--- src/rtl/fp_align_unit.sv ---
// fp_align_unit: single-precision operand alignment ahead of an FP adder.
// Swaps to put the larger exponent first, then right-shifts the smaller mantissa with sticky.
module fp_align_unit #(
  parameter int SHIFT_CLAMP = 26
) (
  input  logic        clk,
  input  logic        rst_n,
  input  logic        in_valid,
  output logic        in_ready,
  input  logic [31:0] a,
  input  logic [31:0] b,
  output logic        out_valid,
  input  logic        out_ready,
  output logic        big_sign,
  output logic        small_sign,
  output logic        eff_sub,
  output logic [7:0]  exp_out,
  output logic [23:0] mant_big,
  output logic [26:0] mant_small
);

  typedef enum logic [1:0] {
    IDLE,
    CMP,
    SHIFT,
    DONE
  } st_t;

  st_t         st;
  st_t         st_nx;
  logic [31:0] ra;
  logic [31:0] rb;
  logic [4:0]  cnt;

  logic [7:0]  ea;
  logic [7:0]  eb;
  logic        ha;
  logic        hb;
  logic [8:0]  diff;
  logic [8:0]  mag;
  logic        swap;
  logic [4:0]  cnt_ld;
  logic [23:0] ma;
  logic [23:0] mb;

  // exponent compare and clamped shift count from the captured operands
  always_comb begin
    ha     = |ra[30:23];
    hb     = |rb[30:23];
    ea     = ha ? ra[30:23] : 8'd1;
    eb     = hb ? rb[30:23] : 8'd1;
    ma     = {ha, ra[22:0]};
    mb     = {hb, rb[22:0]};
    diff   = {1'b0, ea} + ~{1'b0, eb} + 9'd1;
    swap   = diff[8];
    mag    = swap ? (~diff + 9'd1) : diff;
    cnt_ld = (mag > 9'(SHIFT_CLAMP)) ? 5'(SHIFT_CLAMP) : mag[4:0];
  end

  // state register
  always_ff @(posedge clk or negedge rst_n) begin
    if (!rst_n) st <= IDLE;
    else        st <= st_nx;
  end

  // next state; SHIFT spends one final cycle seeing cnt==0,
  // which gives a fixed 2+cnt latency from accept
  always_comb begin
    st_nx = st;
    unique case (st)
      IDLE:  if (in_valid) st_nx = CMP;
      CMP:   st_nx = SHIFT;
      SHIFT: if (cnt == 5'd0) st_nx = DONE;
      DONE:  if (out_ready) st_nx = IDLE;
      default: st_nx = IDLE;
    endcase
  end

  // handshake outputs decoded from state
  always_comb begin
    in_ready  = (st == IDLE);
    out_valid = (st == DONE);
  end

  // operand capture, swap/load and sticky shift datapath
  always_ff @(posedge clk or negedge rst_n) begin
    if (!rst_n) begin
      ra         <= '0;
      rb         <= '0;
      cnt        <= '0;
      big_sign   <= 1'b0;
      small_sign <= 1'b0;
      eff_sub    <= 1'b0;
      exp_out    <= '0;
      mant_big   <= '0;
      mant_small <= '0;
    end else begin
      unique case (st)
        IDLE: begin
          if (in_valid) begin
            ra <= a;
            rb <= b;
          end
        end
        CMP: begin
          cnt        <= cnt_ld;
          eff_sub    <= ra[31] ^ rb[31];
          big_sign   <= swap ? rb[31] : ra[31];
          small_sign <= swap ? ra[31] : rb[31];
          exp_out    <= swap ? eb : ea;
          mant_big   <= swap ? mb : ma;
          mant_small <= {(swap ? ma : mb), 3'b000};
        end
        SHIFT: begin
          if (cnt != 5'd0) begin
            cnt        <= cnt - 5'd1;
            mant_small <= {1'b0, mant_small[26:2],
                           mant_small[1] | mant_small[0]};
          end
        end
        default: ;
      endcase
    end
  end

endmodule

--- config.mk ---
export PLATFORM = sky130hd
export DESIGN_NAME = fp_align_unit
export DESIGN_NICKNAME = d
export VERILOG_FILES = /design/src/rtl/fp_align_unit.sv
export SDC_FILE = /design/constraint.sdc
export NUM_CORES = 1
export LEC_CHECK = 0
export ABC_AREA = 1
export BUFFER_PORTS_ARGS = -buffer_cell sky130_fd_sc_hd__buf_2
export CAP_MARGIN = 20
export CELL_PAD_IN_SITES_DETAIL_PLACEMENT = 1
export CELL_PAD_IN_SITES_GLOBAL_PLACEMENT = 1
export CORE_MARGIN = 2
export CORE_UTILIZATION = 37
export CTS_BUF_LIST = sky130_fd_sc_hd__clkbuf_16
export CTS_CLUSTER_DIAMETER = 40
export DETAILED_ROUTE_END_ITERATION = 8
export PLACE_DENSITY_LB_ADDON = 0.1
export SKIP_CTS_REPAIR_TIMING = 1
export SLEW_MARGIN = 20
export SYNTH_ARGS = -nofsm -noshare
export SYNTH_HDL_FRONTEND = slang
export SYNTH_SLANG_ARGS = --single-unit
export TNS_END_PERCENT = 10
--- constraint.sdc ---
create_clock -name clk -period 2.75 [get_ports clk]
set_input_delay 0.55 -clock clk [delete_from_list [all_inputs] [get_ports clk]]
set_output_delay 0.55 -clock clk [all_outputs]
set_load 0.02 [all_outputs]
==> metrics.txt <==
Storage cell area=3330 µm²; post-synthesis cell area=6500 µm²; Slew Viols, Final=0; R2R Setup Slk=-210 ps; Final HPWL DP=14.1 mm; Pre-antenna DRT Iters=6; synthesized instance count=778; Initial Util=0.377; clk slew on worst S/H paths=60 ps; first-pass GRT wire length=32.2 mm; setup violators final=63; syn avg cell area=8.36 µm²; Setup crit end kind=flop; Ports=132; fraction of layout cells with a size suffix above 1=0.292; RSZ-0062 raised after global routing=yes; Max Clk Rate=337 MHz; Rows=48; run status=complete, but fails checks; total gr overflow=0; CTS root buffer=clkbuf_16; Setup crit start=rb[29]; CTS tree=built; H-tree depth=4; Worst EP arrival=3260 ps; FFs w/ async S/R, synth=1.00; DR DRC count=0; DR vias=5932; Layout Utilization=0.488; die area=18700 µm²; Seq/Total Area, Yosys=0.512; Fill cells=2084; Tmin final=2960 ps; failing checks=negative setup slack; Ys Warns=0; Tcrit/Tclk final=1.08; EDFF count, synth=0; Final Hold Viols=0; R2R Path End=cnt[3]; antenna cells=0; post-route ant nets=0; largest area contributor in the netlist=dfrtp_1; Max transition margin=0.532; post-route setup slack=-213 ps; Synth-to-Final Area Change=29.4%; Synth Flop Type=dfrtp_1; end of the critical path=cnt[3]; Core Box Area=17200 µm²; vias in the first global route=6260; die height=137 µm; Worst Hold Class=primary input to asynchronous set/reset pin; initial antenna violation count=0; clock sink total=133; hold slack=78.2 ps; Worst Path Required=3050 ps; 1st-iter DRT viols=205; nets@finish=1014; Yosys reg bits=133; routed len/inst=17.3 µm; largest net degree at the start of global routing=56; top-count cell post-synth=nand2_1; top cells by count, synth=145 x nand2_1, 133 x dfrtp_1, 102 x nor2_1, 84 x inv_1, 62 x o21ai_1; Multi-input gate area=2790 µm²; gpl congestion=0.823; crit path max fanout=5; worst r2r src=rb[29]; Global Route Usage Sum=0.223; top cell type's share of synthesized area=0.512; DIE WIDTH=137 µm; post-synthesis cell type count=35; Skew-Pair Late Insertion Delay=410 ps; Least-Margin Pin Slew=698 ps; net count of the mapped netlist=860; vias per cell=5.07; Routed WL=20.2 mm; ranking of synthesized cells by area=dfrtp_1 51%, nand2_1 8.4%, nor2_1 5.9%, inv_1 4.8%, o21ai_1 4.8%; crit path launch type=flop; Setup Skew=9.70 ps; critical path type=flop to flop; dpl ws=-501 ps; # Max-Cap Violations=0; CTS Buf Count=17; Register-to-Register Path Depth=21; port bufs=131; Max Root-Sink Buffers=2
==> worst min-delay path by stage <==
stage | cells past startpoint | end | slack (ps)
3_5_place_dp | 2 | exp_out[0] | 470
2_1_floorplan | 0 | big_sign | 250
6_report | 1 | mant_big[20] | 80
5_1_grt | 1 | mant_big[20] | 90
3_3_place_gp | 2 | mant_big[23] | 460
4_1_cts | 1 | mant_big[20] | 90
==> cell usage in the layout, fill, tap and decap left out, types with 24 or more instances in the layout <==
cell      Yosys  final
o21ai_1      62     63
buf_4         4     39
nor2_1      102     97
nand2_1     145    135
o221ai_1     24     24
a21oi_1      58     56
o21ai_0      38     32
inv_1        84     84
dfrtp_1     133    133
buf_2         7    130
==> through the flow <==
step / std cells / instance area (µm²) / setup TNS, ps
floorplan: 778 / 6500 / 0
global placement: 1135 / 7670 / -11500
detailed placement: 1135 / 7670 / -20830
CTS: 1167 / 8250 / -22190
global route: 1170 / 8420 / -15660
finish: 1170 / 8420 / -4420
==> layout make-up <==
cell class | instances | share of cell area
clock inverter | 15 | 0.0174
inverter | 93 | 0.0415
clock buffer | 17 | 0.0505
sequential | 133 | 0.395
multi-input combinational | 509 | 0.332
timing repair buffer | 178 | 0.130
tap | 225 | 0.0334
==> state kept, by name, indices dropped and copies added (netlist names) <==
register and count:
cnt 5, small_sign 1, exp_out 8, st 2, ra 32, mant_small 27, rb 32, mant_big 24
eff_sub 1, big_sign 1
==> cells by family (layout without fill, tap and decap cells) <==
family	Yosys count	count (layout)	synth area share
AO/OA/AOI/OAI	187	187	0.161
flip-flops	133	133	0.512
XOR/XNOR	4	4	0.00539
multiplexers	17	17	0.0294
buffers and inverters	136	303	0.0835
AND/OR/NAND/NOR	287	287	0.181
adder cells (fa/ha/maj)	14	14	0.0281
==> critical path, stage by stage, from the launching register on <==
cell and delay, ps:
dfrtp_1 410, nor4_4 360, buf_4 170, a31oi_1 60
inv_1 90, ha_2 170, inv_2 40, fa_2 370
nand2_2 70, inv_2 50, nand3_2 80, nand2_4 70
nand2_4 90, nand2_2 50, nand2_2 60, nand2_2 70
nor2_2 120, nand4_1 130, nand2_2 160, nand2_1 90
nand3_2 60, nand2_1 60
==> routing by layer <==
layer | global-route usage | routed length, µm | vias to the layer above
met5 | 0 | 0 | -
met4 | 0.0561 | 216 | 0
met3 | 0.0396 | 648 | 15
met2 | 0.385 | 9990 | 101
met1 | 0.290 | 9350 | 2963
li1 | - | - | 2853
Power is left out: the tool's default activity adds up to more than one toggle a clock period on the data nets, which glitch-free logic cannot reach.
